[config.mk]
export PLATFORM = sky130hd
export DESIGN_NAME = pkt_stream_monitor
export DESIGN_NICKNAME = d
export VERILOG_FILES = /design/src/rtl/pkt_stream_monitor_pkg.sv /design/src/rtl/pkt_stream_monitor_regs.sv /design/src/rtl/pkt_stream_monitor.sv
export SDC_FILE = /design/constraint.sdc
export NUM_CORES = 1
export LEC_CHECK = 0
export CAP_MARGIN = 20
export CORE_MARGIN = 4
export CORE_UTILIZATION = 50
export DETAILED_ROUTE_END_ITERATION = 10
export PLACE_DENSITY = 0.74
export RECOVER_POWER = 100
export SYNTH_ARGS = -nofsm -noshare
export SYNTH_HDL_FRONTEND = slang
export SYNTH_SLANG_ARGS = --single-unit
[constraint.sdc]
create_clock -name clk -period 14.7 [get_ports clk]
set_input_delay 2.205 -clock clk [delete_from_list [all_inputs] [get_ports clk]]
set_output_delay 2.205 -clock clk [all_outputs]
set_load 0.01 [all_outputs]
[src/rtl/pkt_stream_monitor_pkg.sv]
// Shared definitions for the packet stream monitor: register map, FSM
// encoding, error codes and the EOP control decode.
package pkt_stream_monitor_pkg;

    localparam logic [7:0] HDR_CTRL_DEFAULT = 8'hFF;

    localparam logic [2:0] REG_CTRL   = 3'd0;
    localparam logic [2:0] REG_BP     = 3'd1;
    localparam logic [2:0] REG_PKT    = 3'd2;
    localparam logic [2:0] REG_WORD   = 3'd3;
    localparam logic [2:0] REG_BYTE   = 3'd4;
    localparam logic [2:0] REG_ERR    = 3'd5;
    localparam logic [2:0] REG_CHK    = 3'd6;
    localparam logic [2:0] REG_STATUS = 3'd7;

    typedef enum logic [1:0] {
        ST_IDLE = 2'd0,
        ST_HDR  = 2'd1,
        ST_DATA = 2'd2
    } state_t;

    typedef enum logic [2:0] {
        ERR_NONE     = 3'd0,
        ERR_OVERRUN  = 3'd1,
        ERR_NO_HDR   = 3'd2,
        ERR_TRUNC    = 3'd3,
        ERR_BAD_CTRL = 3'd4
    } err_t;

    // Valid byte count of an EOP word; bit k set means 8-k bytes, 0 if not one-hot.
    function automatic logic [3:0] onehot_to_bytes(input logic [7:0] ctrl);
        logic [3:0] nb;
        case (ctrl)
            8'h01:   nb = 4'd8;
            8'h02:   nb = 4'd7;
            8'h04:   nb = 4'd6;
            8'h08:   nb = 4'd5;
            8'h10:   nb = 4'd4;
            8'h20:   nb = 4'd3;
            8'h40:   nb = 4'd2;
            8'h80:   nb = 4'd1;
            default: nb = 4'd0;
        endcase
        return nb;
    endfunction

endpackage

[src/rtl/pkt_stream_monitor_regs.sv]
// CPU-visible register file of the stream monitor: control bits, the
// back-pressure pattern and its rotating shadow, and the two-stage read path.
module pkt_stream_monitor_regs
    import pkt_stream_monitor_pkg::*;
(
    input  logic        clk,
    input  logic        rst,
    input  logic [2:0]  cpu_idx,
    input  logic [63:0] cpu_din,
    input  logic        cpu_wren,
    input  logic [31:0] pkt_cnt,
    input  logic [31:0] word_cnt,
    input  logic [31:0] byte_cnt,
    input  logic [31:0] err_cnt,
    input  logic [63:0] checksum,
    input  logic [1:0]  state,
    input  logic [2:0]  err_code,
    output logic        clr,
    output logic        rdy,
    output logic [63:0] cpu_dout
);

    logic        en_r;
    logic        bp_en_r;
    logic [31:0] bp_pattern_r;
    logic [31:0] pat_r;
    logic [2:0]  addr_r;
    logic [63:0] rd_data_s;
    logic        wr_ctrl_s;
    logic        wr_bp_s;
    logic        unused_s;

    assign wr_ctrl_s = cpu_wren & (cpu_idx == REG_CTRL);
    assign wr_bp_s   = cpu_wren & (cpu_idx == REG_BP);
    // CLR acts on the edge of the write itself so it wins over same-cycle increments.
    assign clr       = wr_ctrl_s & cpu_din[1];
    assign rdy       = en_r & (~bp_en_r | pat_r[0]);
    assign unused_s  = ^cpu_din[63:32];

    // Read mux over the address captured on the previous edge.
    always_comb begin
        rd_data_s = 64'd0;
        case (addr_r)
            REG_CTRL:   rd_data_s = {61'd0, bp_en_r, 1'b0, en_r};
            REG_BP:     rd_data_s = {32'd0, bp_pattern_r};
            REG_PKT:    rd_data_s = {32'd0, pkt_cnt};
            REG_WORD:   rd_data_s = {32'd0, word_cnt};
            REG_BYTE:   rd_data_s = {32'd0, byte_cnt};
            REG_ERR:    rd_data_s = {32'd0, err_cnt};
            REG_CHK:    rd_data_s = checksum;
            REG_STATUS: rd_data_s = {59'd0, err_code, state};
            default:    rd_data_s = 64'd0;
        endcase
    end

    // Register writes, pattern shadow rotation and registered read data.
    always_ff @(posedge clk) begin
        if (rst) begin
            en_r         <= 1'b0;
            bp_en_r      <= 1'b0;
            bp_pattern_r <= 32'hFFFF_FFFF;
            pat_r        <= 32'hFFFF_FFFF;
            addr_r       <= 3'd0;
            cpu_dout     <= 64'd0;
        end else begin
            addr_r   <= cpu_idx;
            cpu_dout <= rd_data_s;
            if (wr_ctrl_s) begin
                en_r    <= cpu_din[0];
                bp_en_r <= cpu_din[2];
            end
            if (wr_bp_s) begin
                bp_pattern_r <= cpu_din[31:0];
                pat_r        <= cpu_din[31:0];
            end else if (bp_en_r) begin
                pat_r <= {pat_r[0], pat_r[31:1]};
            end
        end
    end

endmodule

[src/rtl/pkt_stream_monitor.sv]
// Sink for a NetFPGA-style header/data/EOP word stream: tracks packet framing,
// counts packets, words, bytes and errors, and folds a per-packet XOR checksum.
module pkt_stream_monitor
    import pkt_stream_monitor_pkg::*;
#(
    parameter int         DATA_WIDTH = 64,
    parameter int         CTRL_WIDTH = 8,
    parameter logic [7:0] HDR_CTRL   = HDR_CTRL_DEFAULT
) (
    input  logic                  clk,
    input  logic                  rst,
    input  logic [DATA_WIDTH-1:0] in_data,
    input  logic [CTRL_WIDTH-1:0] in_ctrl,
    input  logic                  in_wr,
    output logic                  in_rdy,
    input  logic [63:0]           cpu_ain,
    input  logic [63:0]           cpu_din,
    input  logic                  cpu_wren,
    output logic [63:0]           cpu_dout
);

    state_t                state_r, state_nx_s;
    logic [DATA_WIDTH-1:0] xor_r, xor_nx_s;
    logic [31:0]           pkt_bytes_r, bytes_nx_s;
    logic [31:0]           pkt_cnt_r, word_cnt_r, byte_cnt_r, err_cnt_r;
    logic [63:0]           checksum_r;
    logic [2:0]            err_code_r;
    logic                  rdy_s, clr_s, accept_s, overrun_s;
    logic                  is_hdr_s, is_data_s, is_eop_s;
    logic [3:0]            nb_s;
    logic [DATA_WIDTH-1:0] eop_mask_s;
    logic                  err_s, pkt_done_s, word_inc_s;
    err_t                  err_code_s;
    logic                  unused_s;

    assign in_rdy     = rdy_s;
    assign accept_s   = in_wr & rdy_s;
    assign overrun_s  = in_wr & ~rdy_s;
    assign is_hdr_s   = (in_ctrl == HDR_CTRL);
    assign is_data_s  = (in_ctrl == {CTRL_WIDTH{1'b0}});
    assign nb_s       = onehot_to_bytes(in_ctrl);
    assign is_eop_s   = ~is_hdr_s & (nb_s != 4'd0);
    // Valid EOP bytes sit at the top of the word; keep the first nb_s bytes.
    assign eop_mask_s = ~({DATA_WIDTH{1'b1}} >> {nb_s, 3'b000});
    assign word_inc_s = accept_s & (is_data_s | is_eop_s);
    assign unused_s   = ^cpu_ain[63:3];

    pkt_stream_monitor_regs u_regs (
        .clk      (clk),
        .rst      (rst),
        .cpu_idx  (cpu_ain[2:0]),
        .cpu_din  (cpu_din),
        .cpu_wren (cpu_wren),
        .pkt_cnt  (pkt_cnt_r),
        .word_cnt (word_cnt_r),
        .byte_cnt (byte_cnt_r),
        .err_cnt  (err_cnt_r),
        .checksum (checksum_r),
        .state    (state_r),
        .err_code (err_code_r),
        .clr      (clr_s),
        .rdy      (rdy_s),
        .cpu_dout (cpu_dout)
    );

    // Framing decisions for the word presented this cycle.
    always_comb begin
        state_nx_s  = state_r;
        xor_nx_s    = xor_r;
        bytes_nx_s  = pkt_bytes_r;
        err_s       = 1'b0;
        err_code_s  = ERR_NONE;
        pkt_done_s  = 1'b0;
        if (overrun_s) begin
            err_s      = 1'b1;
            err_code_s = ERR_OVERRUN;
        end else if (accept_s) begin
            if (is_hdr_s) begin
                case (state_r)
                    ST_IDLE: begin
                        state_nx_s = ST_HDR;
                        xor_nx_s   = {DATA_WIDTH{1'b0}};
                        bytes_nx_s = 32'd0;
                    end
                    ST_HDR:  state_nx_s = ST_HDR;
                    ST_DATA: begin
                        state_nx_s = ST_HDR;
                        xor_nx_s   = {DATA_WIDTH{1'b0}};
                        bytes_nx_s = 32'd0;
                        err_s      = 1'b1;
                        err_code_s = ERR_TRUNC;
                    end
                    default: state_nx_s = ST_IDLE;
                endcase
            end else if (is_data_s) begin
                case (state_r)
                    ST_HDR, ST_DATA: begin
                        state_nx_s = ST_DATA;
                        xor_nx_s   = xor_r ^ in_data;
                        bytes_nx_s = pkt_bytes_r + 32'd8;
                    end
                    ST_IDLE: begin
                        err_s      = 1'b1;
                        err_code_s = ERR_NO_HDR;
                    end
                    default: state_nx_s = ST_IDLE;
                endcase
            end else if (is_eop_s) begin
                case (state_r)
                    ST_HDR, ST_DATA: begin
                        state_nx_s = ST_IDLE;
                        xor_nx_s   = xor_r ^ (in_data & eop_mask_s);
                        bytes_nx_s = pkt_bytes_r + {28'd0, nb_s};
                        pkt_done_s = 1'b1;
                    end
                    ST_IDLE: begin
                        err_s      = 1'b1;
                        err_code_s = ERR_NO_HDR;
                    end
                    default: state_nx_s = ST_IDLE;
                endcase
            end else begin
                state_nx_s = ST_IDLE;
                err_s      = 1'b1;
                err_code_s = ERR_BAD_CTRL;
            end
        end else begin
            state_nx_s = state_r;
        end
    end

    // FSM, running packet state and the statistics counters.
    always_ff @(posedge clk) begin
        if (rst) begin
            state_r     <= ST_IDLE;
            xor_r       <= {DATA_WIDTH{1'b0}};
            pkt_bytes_r <= 32'd0;
            pkt_cnt_r   <= 32'd0;
            word_cnt_r  <= 32'd0;
            byte_cnt_r  <= 32'd0;
            err_cnt_r   <= 32'd0;
            checksum_r  <= 64'd0;
            err_code_r  <= 3'd0;
        end else begin
            state_r     <= state_nx_s;
            xor_r       <= xor_nx_s;
            pkt_bytes_r <= bytes_nx_s;
            if (clr_s) begin
                pkt_cnt_r  <= 32'd0;
                word_cnt_r <= 32'd0;
                byte_cnt_r <= 32'd0;
                err_cnt_r  <= 32'd0;
                checksum_r <= 64'd0;
                err_code_r <= 3'd0;
            end else begin
                if (pkt_done_s) begin
                    pkt_cnt_r  <= pkt_cnt_r + 32'd1;
                    byte_cnt_r <= byte_cnt_r + bytes_nx_s;
                    checksum_r <= xor_nx_s;
                end
                if (word_inc_s) begin
                    word_cnt_r <= word_cnt_r + 32'd1;
                end
                if (err_s) begin
                    err_cnt_r  <= err_cnt_r + 32'd1;
                    err_code_r <= err_code_s;
                end
            end
        end
    end

endmodule
# --- After elaboration in Yosys (flattened, before gate mapping) ---
# Index checks and enable logic that the tools add are counted.
# W data, S select, Z words.
totals:
  regBits: 426
classes:
  n_addsub: 6
  eq_ne: 21
  shifts: 1
  muxes: 46
  bitwise: 18
  reduce_logical: 11
op_table:
  columns: ["op", "n"]
  rows:
  - ["$mux W64", 8]
  - ["$pmux W64 S8", 1]
  - ["$mux W32", 10]
  - ["$xor A64 B64 Y64", 2]
  - ["$add A32 B1 Y32 const B", 3]
  - ["$and A64 B64 Y64", 1]
  - ["$not A64 Y64", 1]
  - ["$shr A64 B7 Y64 const A", 1]
  - ["$add A32 B32 Y32", 1]
  - ["$add A32 B4 Y32", 1]
  - ["$add A32 B4 Y32 const B", 1]
  - ["$pmux W4 S8", 1]
  - ["$eq A8 B8 Y1 const B", 2]
  - ["$mux W3", 5]
  - ["$mux W1", 14]
  - ["$eq A3 B3 Y1 const B", 4]
  - ["$mux W2", 6]
  - ["$and A1 B1 Y1", 8]
  - ["$eq A8 B1 Y1 const B", 1]
  - ["$eq A8 B2 Y1 const B", 1]
  - ["$eq A8 B3 Y1 const B", 1]
  - ["$eq A8 B4 Y1 const B", 1]
  - ["$eq A8 B5 Y1 const B", 1]
  - ["$eq A8 B6 Y1 const B", 1]
  - ["other kinds (17)", 27]

# --- Logic depth before layout (Yosys ltp) ---
# Gate-level depths: netlist (run 1).
logic_depth:
  ltp_word: 12
  depth_mapped: 27
  depth_no_buf: 24

# --- Modules after synthesis ---
# Synthesis (run 1) repeated with hierarchy kept, for this count alone.
unflattened:
  cells_unflattened: 2544
  area_unflattened_um2: 21255.4
modules_own_cells:
  columns: ["mod", "instances", "cells_each", "area_per_inst_um2"]
  rows:
  - ["pkt_stream_monitor", 1, 1919, 15193.3]
  - ["pkt_stream_monitor_regs", 1, 625, 6062.1]

# --- Worst setup path after synthesis (run 1) ---
# No wires, ideal clock.
synth_timing:
  kind: "input to register"
  startpoint: "input port in_ctrl[2]"
  endpoint: "register byte_cnt_r[31]"
  setup_ps: 127
  arrival_ps: 7346
  required_time_ps: 14573
  setup_slack_ps: 7227
  cell_stages: 25
  path_cell_list: "clkbuf_1 -> clkbuf_1 -> o21ai_0 -> o211a_1 -> o21ai_0 -> inv_1 -> ha_1 -> a21oi_1 -> o211ai_1 -> nand2_1 -> o21ai_0 -> nor3b_2 -> a31oi_1 -> o21ai_0 -> o21ai_0 -> ha_1 -> or4_1 -> a311oi_1 -> a211o_1 -> o21a_1 -> o31ai_1 -> o211ai_1 -> and2_1 -> o21ai_0 -> or3_1"
synth_via:
  elab_chain_cells: 10
  elab_cells_between_ends: 27
  classes_between: "add/sub (2); eq/ne (9); mux (12); bitwise (2); reduce/logical (2)"
synth_rtl:
  columns: ["item", "line_no", "source"]
  rows:
  - ["start, declared", "pkt_stream_monitor.sv:13", "input logic [CTRL_WIDTH-1:0] in_ctrl,"]
  - ["$eq A8 B8 Y1, or another cell as far along", "pkt_stream_monitor_pkg.sv:33", "case (ctrl)"]
  - ["$pmux W4 S8", "pkt_stream_monitor_pkg.sv:33", null]
  - ["$add A32 B4 Y32 or $reduce_bool A4 Y1 (tied branches)", "pkt_stream_monitor.sv:113, pkt_stream_monitor.sv:42", null]
  - ["$mux W32 or $and A1 B1 Y1 (tied branches)", "pkt_stream_monitor.sv:109, pkt_stream_monitor.sv:42", null]
  - ["$mux W32", "pkt_stream_monitor.sv:108", "end else if (is_eop_s) begin"]
  - ["$mux W32", "pkt_stream_monitor.sv:95", "end else if (is_data_s) begin"]
  - ["$mux W32 *", "pkt_stream_monitor.sv:78", "if (is_hdr_s) begin"]
  - ["$mux W32 *", "pkt_stream_monitor.sv:77", "end else if (accept_s) begin"]
  - ["$mux W32 *", "pkt_stream_monitor.sv:74", "if (overrun_s) begin"]
  - ["named net bytes_nx_s[19]", "pkt_stream_monitor.sv:24", "logic [31:0] pkt_bytes_r, bytes_nx_s;"]
  - ["$add A32 B32 Y32 *", "pkt_stream_monitor.sv:158", "byte_cnt_r <= byte_cnt_r + bytes_nx_s;"]
  - ["end signal, assigned", "pkt_stream_monitor.sv:158", null]
  - ["end, declared", "pkt_stream_monitor.sv:25", "logic [31:0] pkt_cnt_r, word_cnt_r, byte_cnt_r, err_cnt_r;"]
# Mark *: on every way through the listed nets, which the timed path passes. The rest lies on a longest branch.
# A chain may end at the register's enable or synchronous reset.

# --- Final worst setup path (run 1) ---
layout_timing:
  startpoint: "input port in_ctrl[2]"
  endpoint: "register byte_cnt_r[24]"
# Same word-level chain as after synthesis.

==> impl_metrics.py, run 1 <==
metrics = {
    "power": {
        "irDropWorstVdd_mv": 0.0834,
        "total_power_mw": 2.46,
        "p_clk_frac": 0.480,
        "p_comb_frac": 0.045,
        "power.share.switching": 0.218,
        "power.density_nw_per_um2": 104,
        "switchingPower_mw": 0.539,
        "p_seq_frac": 0.474,
        "p_leak_nw": 8.66,
        "p_int_mw": 1.93,
    },
    "global_route": {
        "grt_max_degree": 109,
        "grt_usage": 0.247,
        "antenna_found_initial": 0,
        "globalRouteOverflowTotal": 0,
        "grt_pass1_wl_mm": 90.1,
        "grt_pass1_vias": 17300,
    },
    "logic_synthesis": {
        "ys_seq_area_frac": 0.424,
        "synth.distinct_cells": 76,
        "synthMostInstantiatedCell": "dfxtp_1",
        "synth_common_cells": "dfxtp_1, nor2_1, a21oi_1, nand2_1, o21ai_0",
        "syn-num-nets": 2709,
        "synth_edf_count": 0,
        "yosys.area.top_type": "dfxtp_1",
        "synth_warnings": 0,
        "synthFlopType": "dfxtp_1",
        "synth_area_um2": 20100,
        "ys_ff_latch": 426,
        "synthCells": 2461,
        "synth_area_leaders": "dfxtp_1, a21oi_1, nor2_1, o21ai_0, nand2_1",
        "synthArstFlopShare": 0,
        "avgSynthCellArea_um2": 8.17,
        "synth_top_area_frac": 0.424,
    },
    "setup_path": {
        "worst-path-stages": 18,
        "rr_endpoint": "checksum_r[26]$_SDFFE_PP0P_",
        "startpoint": "in_ctrl[2]",
        "r2r_slack_ns": 6.85,
        "path_class": "in -> reg",
        "critPathSlowestCell": "clkbuf_1",
        "r2r-start": "u_regs.bp_en_r$_SDFFE_PP0P_",
        "worstPathCellList": "dlygate4sd3_1, nand4_1, or2_0, nor2_1, clkbuf_1, o21ai_0, nand2_1, nand2_1, ha_1, and3_1, a221oi_1, o21ai_0, a21oi_1, o21ai_0, a31oi_1, a21oi_1, xnor2_1, a211oi_1",
        "crit_path_end_kind": "register",
        "cp-start-kind": "primary input",
        "path_max_fanout": 52,
        "slowest_delay_ns": 1.98,
        "crit_family": "buffers and inverters",
        "endpoint": "byte_cnt_r[24]$_SDFFE_PP0P_",
        "worstPathRequired_ns": 14.94,
        "r2r_cells": 7,
        "crit_arrival_ns": 10.43,
        "cp_num_buf_inv": 2,
        "critPathMostFrequentCell": "o21ai_0",
    },
    "drt": {
        "drtIter0Drc": 1429,
        "drt_wl_total_mm": 56.2,
        "drc": 0,
        "wl_per_cell_um": 18.1,
        "vias_per_cell": 5.93,
        "first_pass_iters": 5,
        "routed-via-count": 18400,
        "ant_nets": 0,
    },
    "sta": {
        "maxSlewViolCount": 642,
        "max_freq_mhz": 98.1,
        "setup_viol_count_final": 0,
        "setup-tns-final_ns": 0,
        "period_share": 0.693,
        "finalClockSkew_ns": 0.0253,
        "rsz0062_at_grt": "no",
        "fin_hold_ws_ns": 0.453,
        "timing.final.ws_setup_ns": 4.51,
        "slew_headroom": -2.06,
        "hold_viol_final": 0,
        "worstMarginPinSlew_ns": 4.59,
        "fin_crit_ns": 10.19,
    },
    "layout": {
        "antenna_cells": 0,
        "drive_above_1_share": 0.0597,
        "fin_nets": 2793,
        "syn2layout_area_growth_pct": 17.9,
    },
    "run": {
        "cap_violations": 10,
    },
    "floorplanning": {
        "dieArea_um2": 43500,
        "die_w_um": 209,
        "core_area_um2": 39700,
        "rows": 73,
        "die_h_um": 209,
        "start_util": 0.506,
        "io_pins": 269,
    },
    "clocking": {
        "cts_resized": 0,
        "root_buffer": "clkbuf_16",
        "cts.clk_slew.worst_paths_ns": 0.06,
        "cts_sinks": 426,
        "cts_buffer_depth": 3,
        "cts_setup_buffers": 0,
        "clk_latency_ns": 0.58,
        "cts_hold_buf": 0,
        "cts_tree": "done",
        "cts_buffers": 45,
        "h-tree-depth": 2,
    },
    "outcome": {
        "violations": "capacitance limit, slew limit",
        "outcome": "finished with violations",
    },
    "min_path": {
        "worstHoldPathType": "reg -> reg",
    },
    "placement": {
        "post-dp-hpwl_mm": 38.2,
        "place_congestion": 0.901,
        "place_ws_ns": 6.10,
        "io_buffers": 175,
    },
}
==> per-layer routing <==
| layer | up-vias | track usage | share of wire |
|---|---|---|---|
| met5 | - | 0 | 0 |
| met4 | 0 | 0.0929 | 0.036 |
| met3 | 128 | 0.0425 | 0.062 |
| met2 | 620 | 0.410 | 0.48 |
| met1 | 8711 | 0.325 | 0.43 |
| li1 | 8936 | - | - |
==> layout make-up <==
type / instances / area, um2
Fill cell: 3459 / 16000
Multi-Input combinational cell: 1835 / 10900
Sequential cell: 426 / 8530
Timing Repair Buffer: 200 / 1960
Clock buffer: 65 / 1320
Tap cell: 525 / 657
Clock inverter: 16 / 220
Inverter: 37 / 139
==> through the flow <==
stage / cells / util / cell area, um2
floorplan: 2461 / - / 20100
global placement: 3019 / 0.557 / 22100
detailed placement: 3019 / 0.557 / 22100
CTS: 3100 / 0.596 / 23700
global route: 3104 / 0.597 / 23700
finish: 3104 / 0.597 / 23700
==> registers in the layout, indices dropped and copies added, names as in the netlist <==
| register | cells |
|---|---|
| checksum_r | 64 |
| u_regs.en_r | 1 |
| u_regs.bp_en_r | 1 |
| u_regs.pat_r | 32 |
| word_cnt_r | 32 |
| state_r | 2 |
| u_regs.cpu_dout | 64 |
| byte_cnt_r | 32 |
| xor_r | 64 |
| u_regs.bp_pattern_r | 32 |
| err_cnt_r | 32 |
| pkt_cnt_r | 32 |
| pkt_bytes_r | 32 |
| u_regs.addr_r | 3 |
| err_code_r | 3 |
==> cell usage in the layout (no fill, tap or decap), types with 34 or more instances in the layout <==
| master | count |
|---|---|
| dfxtp_1 | 426 |
| nor2_1 | 279 |
| a21oi_1 | 240 |
| nand2_1 | 210 |
| o21ai_0 | 175 |
| clkdlybuf4s50_1 | 109 |
| nand3_1 | 93 |
| a22oi_1 | 85 |
| dlygate4sd3_1 | 65 |
| a31oi_1 | 51 |
| xor2_1 | 50 |
| xnor2_1 | 49 |
| and3_1 | 47 |
| clkbuf_16 | 47 |
| ha_1 | 42 |
| o21a_1 | 40 |
| mux2i_1 | 38 |
| inv_1 | 36 |
| or2_2 | 36 |
| o21bai_1 | 35 |
| or3_1 | 34 |
==> kinds of logic (layout without fill, tap and decap cells) <==
logic type | Yosys count | count (layout) | share of synthesized area
adders and majority gates | 45 | 45 | 0.0286
AOI/OAI and AO/OA | 764 | 764 | 0.233
DFF | 426 | 426 | 0.424
muxes | 43 | 43 | 0.0223
buffers and inverters | 200 | 318 | 0.0376
and+or+nand+nor | 884 | 884 | 0.211
xor gates and xnor gates | 99 | 99 | 0.0431
==> how the worst min path moves through the flow <==
stage                                      startpoint                              to  cells past startpoint  slack [ns]
after floorplan           checksum_r[40]$_SDFFE_PP0P_  u_regs.cpu_dout[40]$_SDFF_PP0_                      1        0.42
after global placement    checksum_r[40]$_SDFFE_PP0P_  u_regs.cpu_dout[40]$_SDFF_PP0_                      1        0.43
after detailed placement  checksum_r[57]$_SDFFE_PP0P_  u_regs.cpu_dout[57]$_SDFF_PP0_                      1        0.44
after CTS                 checksum_r[41]$_SDFFE_PP0P_  u_regs.cpu_dout[41]$_SDFF_PP0_                      1        0.45
after global routing      checksum_r[53]$_SDFFE_PP0P_  u_regs.cpu_dout[53]$_SDFF_PP0_                      1        0.48
final                     checksum_r[41]$_SDFFE_PP0P_  u_regs.cpu_dout[41]$_SDFF_PP0_                      1        0.45
==> power groups by stage <==
stage / combinational, mW / clock, mW / sequential, mW
after floorplan: 0.0559 / 0 / 1.19
after global placement: 0.109 / 0 / 1.19
after detailed placement: 0.110 / 0 / 1.19
after CTS: 0.111 / 1.21 / 1.17
after global routing: 0.121 / 1.25 / 1.17
final: 0.112 / 1.18 / 1.17
Note: power is estimated with default switching activity, not from simulation.
==> run 2: changes to the inputs <==
==> constraint.sdc (replaced) <==
create_clock -name clk -period 9.41 [get_ports clk]
set_input_delay 1.4115 -clock clk [delete_from_list [all_inputs] [get_ports clk]]
set_output_delay 1.4115 -clock clk [all_outputs]
set_load 0.01 [all_outputs]
==> run 2 against run 1 <==
- the run still ends with capacitance limit, slew limit left
- sequential share of layout area barely moved
- hold slack got worse by 0.00062 ns
- die area unchanged
- first-iteration DRC count shrank 6.4%
- non-clock buffer count did not move
- final area fell by 0.12%
- utilization down 0.069 points
- clock power is 56% higher
==> impl_metrics.py, run 2 (synthesized netlist as in run 1, its figures left out) <==
metrics = {
    "layout": {
        "mostFrequentLayoutCell": "dfxtp_1",
        "syn2layout_area_growth_pct": 17.8,
        "layout_common_cells": "dfxtp_1, nor2_1, a21oi_1, nand2_1, o21ai_0",
        "antenna_cells": 0,
        "drive_above_1_share": 0.0590,
        "final_cell_area_um2": 23700,
        "fin_nets": 2793,
        "reg_top3": "checksum_r x64, u_regs.cpu_dout x64, xor_r x64",
    },
    "floorplanning": {
        "die_w_um": 209,
        "dieArea_um2": 43500,
        "rows": 73,
        "die_h_um": 209,
        "core_area_um2": 39700,
        "start_util": 0.506,
        "io_pins": 269,
    },
    "global_route": {
        "globalRouteOverflowTotal": 0,
        "antenna_found_initial": 1,
        "grt_usage": 0.248,
        "grt_pass1_vias": 17400,
        "grt_pass1_wl_mm": 90.1,
        "grt_max_degree": 97,
    },
    "clocking": {
        "clk_latency_ns": 0.59,
        "cts_buffer_depth": 3,
        "cts_hold_buf": 0,
        "cts_setup_buffers": 0,
        "h-tree-depth": 2,
        "cts_sinks": 426,
        "cts_tree": "done",
        "cts.clk_slew.worst_paths_ns": 0.06,
        "root_buffer": "clkbuf_16",
        "cts_resized": 0,
        "cts_buffers": 45,
    },
    "setup_path": {
        "cp-start-kind": "primary input",
        "path_max_fanout": 39,
        "r2r_slack_ns": 2.51,
        "path_class": "in -> reg",
        "crit_arrival_ns": 8.14,
        "worstPathRequired_ns": 9.69,
        "crit_path_end_kind": "register",
    },
    "min_path": {
        "worstHoldPathType": "reg -> reg",
    },
    "sta": {
        "period_share": 0.835,
        "fin_crit_ns": 7.86,
        "fin_hold_ws_ns": 0.453,
        "maxSlewViolCount": 473,
        "worstMarginPinSlew_ns": 4.14,
        "slew_headroom": -1.76,
        "setup-tns-final_ns": 0,
        "finalClockSkew_ns": 0.0226,
        "timing.final.ws_setup_ns": 1.55,
        "hold_viol_final": 0,
        "setup_viol_count_final": 0,
        "max_freq_mhz": 127,
        "rsz0062_at_grt": "no",
    },
    "drt": {
        "first_pass_iters": 6,
        "vias_per_cell": 5.93,
        "drt_wl_total_mm": 56.3,
        "wl_per_cell_um": 18.1,
        "ant_nets": 0,
        "routed-via-count": 18400,
        "drtIter0Drc": 1337,
        "drc": 0,
    },
    "power": {
        "p_clk_frac": 0.478,
        "switchingPower_mw": 0.842,
        "power.density_nw_per_um2": 162,
        "p_comb_frac": 0.046,
        "p_seq_frac": 0.476,
        "p_leak_nw": 8.65,
        "total_power_mw": 3.84,
        "power.share.switching": 0.220,
        "irDropWorstVdd_mv": 0.119,
        "p_int_mw": 2.99,
    },
    "outcome": {
        "outcome": "finished with violations",
        "violations": "capacitance limit, slew limit",
    },
    "run": {
        "cap_violations": 8,
    },
    "placement": {
        "place_congestion": 0.893,
        "post-dp-hpwl_mm": 38.1,
        "io_buffers": 175,
        "placed_area_um2": 22100,
        "place_ws_ns": 1.53,
    },
}
run 2: cell types whose count changed in the layout (fill, tap and decap cells not counted), moves of 2 or more:
cell	delta
buf_4	-2
inv_6	-2
clkinv_2	+4
and2_0	-3
and2_1	+3
clkbuf_8	-3
run 2: final timing paths:
kind,from,to,cells past startpoint
max,in_ctrl[2],byte_cnt_r[24]$_SDFFE_PP0P_,18
min,checksum_r[53]$_SDFFE_PP0P_,u_regs.cpu_dout[53]$_SDFF_PP0_,1
max reg2reg,u_regs.bp_en_r$_SDFFE_PP0P_,byte_cnt_r[24]$_SDFFE_PP0P_,15
min reg2reg,checksum_r[53]$_SDFFE_PP0P_,u_regs.cpu_dout[53]$_SDFF_PP0_,1
run 2: layout make-up:
class / instances / area, um2
timing repair buffer: 200 / 1960
clock buffer: 60 / 1250
multi-input combinational: 1835 / 10900
sequential: 426 / 8530
clock inverter: 19 / 262
inverter: 37 / 139
fill: 3520 / 16000
tap: 525 / 657
run 2: metrics by stage:
step / util / instances
4_1_cts: 0.595 / 3099
6_report: 0.596 / 3102
3_3_place_gp: 0.557 / 3020
5_1_grt: 0.596 / 3102
2_1_floorplan: - / 2461
3_5_place_dp: 0.557 / 3020
run 2: worst max-delay path, stage by stage:
cell and delay (ns):
dlygate4sd3_1 0.97, nand4_1 0.23, or2_0 0.68, nor2_4 0.96
clkbuf_1 1.30, a31oi_1 0.05, o21ai_0 0.22, o31ai_1 0.15
ha_1 0.42, and2_0 0.19, a311oi_1 0.22, o21ai_0 0.11
a21oi_1 0.43, o21ai_0 0.22, a31oi_1 0.22, a21oi_1 0.07
xnor2_1 0.16, a211oi_1 0.09
run 2: power by group through the flow:
| stage | Combinational (mW) | Sequential, mW | Clock [mW] |
|---|---|---|---|
| floorplan | 0.0873 | 1.86 | 0 |
| global placement | 0.169 | 1.87 | 0 |
| detailed placement | 0.172 | 1.87 | 0 |
| CTS | 0.173 | 1.83 | 1.87 |
| global route | 0.188 | 1.83 | 1.94 |
| finish | 0.175 | 1.83 | 1.84 |
run 2: routing by layer:
metal / track usage / routed length (um) / part of all wire
met4: 0.103 / 2070 / 0.037
met5: 0 / 0 / 0
met3: 0.0330 / 3100 / 0.055
met1: 0.320 / 24100 / 0.43
met2: 0.420 / 27000 / 0.48
